<file path="config.mk">
export PLATFORM = sky130hd
export DESIGN_NAME = fp32_max_reduce
export DESIGN_NICKNAME = d
export VERILOG_FILES = /design/src/rtl/fp32_max_reduce.sv
export SDC_FILE = /design/constraint.sdc
export NUM_CORES = 1
export LEC_CHECK = 0
export BUFFER_PORTS_ARGS = -buffer_cell sky130_fd_sc_hd__buf_2
export CAP_MARGIN = 40
export CORE_ASPECT_RATIO = 1.2
export CORE_UTILIZATION = 40
export DETAILED_ROUTE_END_ITERATION = 8
export PLACE_DENSITY = 0.65
export SLEW_MARGIN = 30
export SYNTH_ARGS = -nofsm -noshare
export SYNTH_HDL_FRONTEND = slang
export SYNTH_SLANG_ARGS = --single-unit
</file>
<file path="constraint.sdc">
create_clock -name clk -period 3.1 [get_ports clk]
set_input_delay 0.155 -clock clk [delete_from_list [all_inputs] [get_ports clk]]
set_output_delay 0.155 -clock clk [all_outputs]
set_load 0.01 [all_outputs]
</file>
<file path="src/rtl/fp32_max_reduce.sv">
// rtl/fp32_max_reduce.sv - streaming FP32 max reducer with argmax over groups of WINDOW words
module fp32_max_reduce #(
    parameter int WINDOW = 4,
    parameter int IDX_W  = $clog2(WINDOW) + 1
) (
    input  logic             clk,
    input  logic             rst_n,
    input  logic             in_valid,
    output logic             in_ready,
    input  logic [31:0]      in_data,
    input  logic             in_last,
    output logic             out_valid,
    input  logic             out_ready,
    output logic [31:0]      out_data,
    output logic [IDX_W-1:0] out_index
);

    typedef enum logic [1:0] {
        IDLE  = 2'd0,
        ACCUM = 2'd1,
        HOLD  = 2'd2
    } state_t;

    localparam logic [31:0]      QNAN    = 32'h7FC00000;
    localparam logic [IDX_W-1:0] LAST_POS = IDX_W'(WINDOW - 1);

    state_t           state;
    logic [31:0]      acc;
    logic [IDX_W-1:0] accIdx;
    logic [IDX_W-1:0] count;
    logic             nanFlag;

    logic             xfer;
    logic             inNan;
    logic             lastElem;
    logic [31:0]      nxtAcc;
    logic [IDX_W-1:0] nxtIdx;
    logic             nxtNan;

    // Raw bit-pattern ordering: sign-magnitude compare where +0 and -0 tie.
    function automatic logic greaterThan(input logic [31:0] a, input logic [31:0] b);
        logic bothZero;
        bothZero = (a[30:0] == 31'd0) && (b[30:0] == 31'd0);
        if (a[31] != b[31])
            return !a[31] && !bothZero;
        else if (!a[31])
            return a[30:0] > b[30:0];
        else
            return a[30:0] < b[30:0];
    endfunction

    // Candidate accumulator update for the element offered this cycle.
    always_comb begin
        xfer     = in_valid && in_ready;
        inNan    = (in_data[30:23] == 8'hFF) && (in_data[22:0] != 23'd0);
        // count is 0 in IDLE, so this also covers single-element windows.
        lastElem = in_last || (count == LAST_POS);
        nxtAcc   = acc;
        nxtIdx   = accIdx;
        nxtNan   = nanFlag;
        if (state == IDLE) begin
            nxtAcc = inNan ? QNAN : in_data;
            nxtIdx = '0;
            nxtNan = inNan;
        end else if (!nanFlag) begin
            // Once a NaN is seen the result and its index are frozen for the group.
            if (inNan) begin
                nxtAcc = QNAN;
                nxtIdx = count;
                nxtNan = 1'b1;
            end else if (greaterThan(in_data, acc)) begin
                nxtAcc = in_data;
                nxtIdx = count;
            end
        end
    end

    // Group FSM with registered handshake and result outputs.
    always_ff @(posedge clk) begin
        if (!rst_n) begin
            state     <= IDLE;
            in_ready  <= 1'b0;
            out_valid <= 1'b0;
            out_data  <= '0;
            out_index <= '0;
            acc       <= '0;
            accIdx    <= '0;
            count     <= '0;
            nanFlag   <= 1'b0;
        end else begin
            case (state)
                IDLE, ACCUM: begin
                    in_ready <= 1'b1;
                    if (xfer) begin
                        acc     <= nxtAcc;
                        accIdx  <= nxtIdx;
                        nanFlag <= nxtNan;
                        if (lastElem) begin
                            state     <= HOLD;
                            in_ready  <= 1'b0;
                            out_valid <= 1'b1;
                            out_data  <= nxtAcc;
                            out_index <= nxtIdx;
                            count     <= '0;
                        end else begin
                            state <= ACCUM;
                            count <= count + 1'b1;
                        end
                    end
                end
                HOLD: begin
                    if (out_ready) begin
                        state     <= IDLE;
                        out_valid <= 1'b0;
                        in_ready  <= 1'b1;
                        count     <= '0;
                    end
                end
                default: begin
                    state    <= IDLE;
                    in_ready <= 1'b1;
                end
            endcase
        end
    end

endmodule

</file>
==> results of run 1 <==
through the flow:
stage | setup slack (ns) | cell area (µm²) | util (%) | power, mW
after global routing | -0.00656 | 4960 | 51.3 | 2.79
after global placement | 0.172 | 4560 | 47.2 | 1.49
final | 0.117 | 4960 | 51.3 | 2.67
after floorplan | 0.300 | 4040 | - | 1.35
after detailed placement | 0.122 | 4560 | 47.2 | 1.50
after CTS | 0.0934 | 4880 | 50.5 | 2.67
power by group through the flow:
stage | sequential, mW | clock, mW | combinational (mW)
3_3_place_gp | 1.11 | 0 | 0.381
3_5_place_dp | 1.11 | 0 | 0.390
4_1_cts | 1.09 | 1.19 | 0.393
5_1_grt | 1.10 | 1.24 | 0.454
6_report | 1.09 | 1.17 | 0.407
2_1_floorplan | 1.11 | 0 | 0.237
cell type report:
type,count,area [µm²]
fill,955,4700
multi-input combinational,326,2260
sequential,78,1570
timing repair buffer,88,485
clock buffer,9,225
inverter,43,161
tap,123,154
clock inverter,5,100
logic make-up after synthesis:
logic type                 count (synthesis)  synth area share (%)
AOI/OAI and AO/OA                        181                  28.9
and+or+nand+nor                          108                  14.6
DFF                                       78                  38.7
buffers and inverters                     68                  6.82
adders and majority gates                 33                  10.2
muxes                                      3                 0.744
cells in the mapped netlist, types with 4 or more instances:
| cell type | n |
|---|---|
| a22o_1 | 30 |
| a21oi_1 | 63 |
| buf_2 | 4 |
| ha_1 | 33 |
| and2_1 | 7 |
| nand2_1 | 13 |
| nand4_1 | 15 |
| dfxtp_1 | 78 |
| nand3_1 | 30 |
| o21ai_0 | 45 |
| inv_1 | 43 |
| o22a_1 | 7 |
| nor2_1 | 12 |
| nor4_1 | 16 |
| o2bb2ai_1 | 4 |
| a21o_1 | 4 |
| clkbuf_1 | 18 |
path summary, 6_finish.rpt:
kind         slack [ns]      endpoint         start
max                0.12       acc[24]       acc[20]
min                0.08       acc[17]   in_data[17]
max reg2reg        0.12       acc[24]       acc[20]
min reg2reg        0.47  out_index[2]  out_index[2]
worst max-delay path, cell delays in order (launching register included):
cell and delay, ns:
dfxtp_1 0.40, inv_1 0.06, ha_1 0.29, nand4_1 0.19
nor4_4 0.38, or4b_4 0.50, a21oi_2 0.13, nor2_1 0.08
a32o_2 0.30, buf_6 0.16, nor2_1 0.11, buf_4 0.17
a22o_1 0.15
registers in the layout, indices dropped and copies added, names as in the netlist:
name,cells
accIdx,3
count,3
out_valid,1
nanFlag,1
acc,32
in_ready,1
out_index,3
state,2
out_data,32
metal layers:
layer | part of all wire [%] | vias up | GRT usage (%)
li1 | - | 1916 | -
met1 | 47 | 1862 | 29.7
met2 | 47 | 93 | 35.8
met3 | 4.8 | 12 | 3.66
met4 | 1.3 | 0 | 8.00
met5 | 0 | - | 0
what timing repair did:
item / CTS / global route
endpoints found under the setup margin: 0 / 64
buffers inserted: 0 / 1
resized for setup: 0 / 17
endpoints found under the hold margin: 0 / 0
==> metrics, run 1 <==
Sw Pwr 677 µW; Critical Path AT 3.26 ns; drt drc 0; Sum Neg Setup Slack 0 ns; LEAKAGE 2.18 nW; worst-skew pair later-pin latency 0.34 ns; drt wl/cell 16.8 µm; Reg clk slew, reported paths 0.06 ns; dpl cells 656; total track usage 22.2%; most frequent cells in the layout dfxtp_1, buf_2, a21oi_1, o21ai_0, inv_1; Switching Share 25.4%; Post-CTS Hold Fix Bufs 0; GP Congestion 0.844; share of layout cells above drive strength 1 22.6%; combinational share of power 15.2%; sequential area share after synthesis 38.7%; global-route wire length before repair 18100 µm; die height 112 µm; endpoints failing hold 0; pin count of the biggest net entering global routing 30; drt total wl 11300 µm; Die Wd 93.7 µm; die area 10500 µm²; Synth top area share 38.7%; clk buf depth 2; period utilization 96.2%; startpoint type of the worst setup path flop; Sequential Power Share 40.8%; crit path kind flop to flop; Worst IR Drop VDD 0.000227 V; Synth Instances 471; Final ANT Viol Nets 0; asr flop ratio synth 0%; H-tree depth 3; dominant synthesized flop cell dfxtp_1; hold depth 2; clk_skew 0.00784 ns; post-synthesis cell area 4040 µm²; reg2reg path depth 12; Layout area overhead 22.9%; non-filler cells in the finished layout 672; Initial Utilization 41.8%; via count 3883; Clock Sink Count 78; I/O pin total 74; # setup viols final 0; clk root buf clkbuf_16; Hold Crit Class input pin to flop; floorplan row count 39; crit-path max FO 9; Inserted Diodes 0; DP Wirelength 8040 µm; vias in the first global route 3687; CTS tree yes; Slew HR 57.8%; Core Region 9660 µm²; area leader, netlist dfxtp_1; total CTS buffers 9; syn_nets 541; Netlist cell types 48; Crit. End Element flop; min Tclk post-route 2.98 ns; PwrDens 539 nW/µm²; clock share of power 44.0%; DR pass1 iterations 4; vias per inst 5.78; overflow left after global routing 0; initial drt markers 122; max_cap viols 0; worst hold slack 0.0813 ns; status finished, final reports clean; synthesized area per cell 8.57 µm²; YS warnings 0; top cells by area, synth dfxtp_1, ha_1, a21oi_1, a22o_1, o21ai_0; max-slew violations 0; antenna violations before repair 0; worst slew pin tran 0.631 ns; Worst Path Required 3.38 ns; fin nets 616; number of port buffers 73; Post-synth EDFFs 0; Peak Freq 0.335 GHz; internal power 1.99 mW; post-synthesis register bit count 78
Note: power is estimated with default switching activity, not from simulation.
==> run 2, diff against run 1 <==
- CTS_BUF_LIST: default -> sky130_fd_sc_hd__clkbuf_8
==> metrics, run 2 (same netlist as run 1, synthesis figures left out) <==
Crit. Startpoint acc[20]; GP Congestion 0.844; drt wl/cell 16.8 µm; period utilization 96.3%; Final ANT Viol Nets 0; internal power 1.74 mW; worst slew pin tran 0.583 ns; combinational share of power 17.0%; commonest non-fill, non-tap cell in the layout buf_2; Critical Path AT 3.25 ns; Sw Pwr 642 µW; FF-to-FF setup slack 0.11 ns; initial drt markers 128; crit-path max cell delay 0.50 ns; most used routing layer met2; worst hold slack 0.0571 ns; Die Wd 93.7 µm; via count 3884; slowest stage cell, crit path or4b_4; Core Region 9660 µm²; met2 usage in global routing 36.0%; H-tree depth 3; Reg clk slew, reported paths 0.08 ns; floorplan row count 39; crit-path max FO 12; status finished, final reports clean; max_cap viols 0; r2r startpoint acc[20]; endpoints failing hold 0; clk_skew 0.00997 ns; antenna violations before repair 0; vias per inst 5.78; Initial Utilization 41.8%; die area 10500 µm²; worst-skew pair later-pin latency 0.36 ns; global-route wire length before repair 18200 µm; die height 112 µm; DR pass1 iterations 4; LEAKAGE 2.14 nW; dpl cells 656; Peak Freq 0.335 GHz; clk buf depth 2; non-filler cells in the finished layout 672; routing usage on met3 3.79%; Tot Pwr 2.38 mW; total CTS buffers 9; number of port buffers 73; drt total wl 11300 µm; most frequent cells in the layout buf_2, dfxtp_1, a21oi_1, o21ai_0, inv_1; clk root buf clkbuf_8; Worst Path Required 3.36 ns; crit path kind flop to flop; max-slew violations 0; top flop regs acc x32, out_data x32; vias in the first global route 3654; fin nets 616; Clock Sink Count 78; total track usage 22.3%; Inserted Diodes 0; reg2reg path depth 10; clock share of power 37.3%; drt drc 0; # setup viols final 0; Worst IR Drop VDD 0.000255 V; critical register-to-register path endpoint acc[10]; Setup crit end acc[10]; DP Wirelength 8040 µm; min Tclk post-route 2.99 ns; PwrDens 491 nW/µm²; met1 Resource Use GR 29.7%; CTS tree yes; Sequential Power Share 45.7%; Hold Crit Class input pin to flop; Crit. End Element flop; CP Cell Sequence inv_1 > ha_1 > nand4_1 > nor4_4 > or4b_4 > a21oi_2 > nor2_1 > a32o_2 > o21a_2 > a22o_1; startpoint type of the worst setup path flop; share of layout cells above drive strength 1 23.0%; pin count of the biggest net entering global routing 30; overflow left after global routing 0; I/O pin total 74; Slew HR 61.0%; Layout area overhead 20.2%; Switching Share 26.9%
-- run 2: cell types whose count changed in the layout (fill, tap and decap cells not counted) --
| cell | previous run | this run |
|---|---|---|
| o21a_4 | 2 | 1 |
| o21a_2 | 0 | 1 |
| dfxtp_2 | 4 | 6 |
| clkbuf_16 | 9 | 0 |
| clkbuf_8 | 0 | 9 |
| dfxtp_1 | 73 | 71 |
-- run 2: layer usage --
metal,part of all wire [%],vias up
li1,-,1913
met1,44,1837
met2,47,119
met3,6.4,15
met4,1.7,0
met5,0,-
-- run 2: what timing repair did --
action	4_1_cts	5_1_grt
hold buffers	0	0
endpoints found under the setup margin	0	65
resized for setup	0	18
setup buffers	0	1
-- run 2: power groups by stage --
stage	Combinational, mW	Sequential, mW	Clock (mW)
floorplan	0.237	1.11	0
global placement	0.381	1.11	0
detailed placement	0.390	1.11	0
CTS	0.394	1.09	0.901
global route	0.453	1.09	0.954
finish	0.406	1.09	0.889
-- run 2: through the flow --
step                      worst slack, ns  util [%]  area, µm²  setup TNS [ns]
after detailed placement            0.122      47.2       4560               0
after CTS                          0.0961      49.5       4780               0
after global routing             -0.00489      50.2       4850        -0.00762
after global placement              0.172      47.2       4560               0
after floorplan                     0.300         -       4040               0
final                               0.114      50.2       4850               0
-- run 2: area by class of cell --
cell class	instances	area [µm²]
fill	961	4810
multi-input combinational	326	2250
sequential	78	1570
timing repair buffer	88	485
inverter	43	161
tap	123	154
clock buffer	9	124
clock inverter	5	100
-- run 2: worst min path at each step --
stage           startpoint  endpoint  slack (ns)  depth (start not counted)
3_3_place_gp   in_data[13]   acc[13]        0.43                          2
5_1_grt        in_data[14]   acc[14]        0.04                          2
3_5_place_dp   in_data[14]   acc[14]        0.43                          2
2_1_floorplan  in_data[10]   acc[10]        0.28                          1
4_1_cts        in_data[14]   acc[14]        0.04                          2
6_report       in_data[14]   acc[14]        0.06                          2
-- run 2: critical path: cells and delay by family (launching register included) --
| kind | cells | cell delay (ns) |
|---|---|---|
| AOI/OAI and AO/OA | 4 | 1.00 |
| adders and majority gates | 1 | 0.29 |
| DFF | 1 | 0.40 |
| buffers and inverters | 1 | 0.06 |
| and+or+nand+nor | 4 | 1.12 |
==> run 3, diff against run 2 <==
- CORE_MARGIN: default -> 4
- clock period: 3.1 -> 3.6 ns (I/O delays scaled with it)
==> metrics, run 3 (same netlist as run 1, synthesis figures left out) <==
status finished, final reports clean; clk root buf clkbuf_8; initial drt markers 218; crit-path max cell delay 0.48 ns; PwrDens 416 nW/µm²; Critical Path AT 3.39 ns; max_cap viols 0; worst-skew pair later-pin latency 0.36 ns; total CTS buffers 9; Final ANT Viol Nets 0; clk buf depth 2; H-tree depth 3; most used routing layer met2; dpl cells 653; floorplan row count 39; delay-heaviest family, CP simple AND/OR/NAND/NOR gates; I/O pin total 74; endpoints failing hold 0; non-filler cells in the finished layout 670; Sum Neg Setup Slack 0 ns; Slew HR 55.8%; Inserted Diodes 0; startpoint type of the worst setup path flop; vias in the first global route 3768; top flop regs acc x32, out_data x32; drt total wl 11500 µm; GP Congestion 0.923; most frequent cells in the layout dfxtp_1, buf_2, a21oi_1, o21ai_0, inv_1; Critical Path Most Common Cell buf_4; die area 11800 µm²; global-route wire length before repair 18900 µm; Clock Sink Count 78; clk_skew 0.0119 ns; FF-to-FF setup slack 0.45 ns; Die Wd 99.7 µm; period utilization 87.5%; CP Cell Sequence inv_1 > ha_1 > nand4_1 > nor4_2 > or4b_1 > a21oi_2 > o21bai_1 > nand3_1 > buf_4 > a21boi_1 > buf_4 > a22o_1; antenna violations before repair 0; die height 118 µm; met1 Resource Use GR 26.3%; number of port buffers 73; Hold Crit Class input pin to flop; final instance area 4760 µm²; Initial Utilization 41.6%; share of layout cells above drive strength 1 20.1%; Post-CTS Resized 0; overflow left after global routing 0; LEAKAGE 2.09 nW; via count 3800; Peak Freq 0.318 GHz; slowest stage cell, crit path or4b_1; Tot Pwr 1.98 mW; Core Region 9710 µm²; Buffers & Inverters on Critical Path 3; unrepaired setup endpoints after global routing no; layout filler cell count 929; placed cell areas 4530 µm²; fin nets 612; Reg clk slew, reported paths 0.08 ns; min Tclk post-route 3.15 ns; crit-path max FO 31; Layout area overhead 18.0%; DP Wirelength 8430 µm; worst hold slack 0.0789 ns; Worst Path Required 3.84 ns; Post-CTS Setup Repair Bufs 0; met2 usage in global routing 31.6%; worst slew pin tran 0.662 ns; CTS tree yes; commonest non-fill, non-tap cell in the layout dfxtp_1; # setup viols final 0; vias per inst 5.67; drt drc 0; DR pass1 iterations 5; Crit. End Element flop; max-slew violations 0; routing usage on met3 4.03%; drt wl/cell 17.1 µm; total track usage 20.0%; Post-CTS Hold Fix Bufs 0; crit path kind flop to flop; pin count of the biggest net entering global routing 51; Worst IR Drop VDD 0.000228 V
-- run 3: worst reg2reg max path: stages (launching register included) --
cell and delay, ns:
dfxtp_1 0.37, inv_1 0.07, ha_1 0.31, nand4_1 0.22, nor4_2 0.37, or4b_1 0.48, a21oi_2 0.16, o21bai_1 0.10
nand3_1 0.11, buf_4 0.35, a21boi_1 0.12, buf_4 0.18, a22o_1 0.19
-- run 3: worst paths after layout --
kind / startpoint / end / cells past startpoint
setup / recovery: acc[30] / acc[25] / 12
hold / removal: in_data[6] / acc[6] / 2
setup reg to reg: acc[30] / acc[25] / 12
hold reg to reg: out_index[0] / out_index[0] / 2
-- run 3: where the power goes --
group | internal (mW) | switching, mW
Sequential | 0.904 | 0.0336
Clock | 0.394 | 0.318
Combinational | 0.136 | 0.199
Total | 1.43 | 0.550
-- run 3: area by class of cell --
cell class                 count  area (µm²)  area share (%)
multi-input combinational    325        2210            46.4
sequential                    78        1560            32.8
timing repair buffer          85         459            9.64
clock buffer                  13         179            3.76
inverter                      43         161            3.39
tap                          123         154            3.23
clock inverter                 3        40.0           0.841
-- run 3: routing by layer --
metal / wire (µm) / vias up
li1: - / 1892
met3: 621 / 20
met1: 5250 / 1787
met2: 5390 / 101
met5: 0 / -
met4: 229 / 0
-- run 3: metrics by stage --
step	worst slack (ns)	util, %
final	0.451	49.1
after global routing	0.156	49.1
after CTS	0.359	48.9
after detailed placement	0.395	46.7
after global placement	0.435	46.7
after floorplan	0.800	-
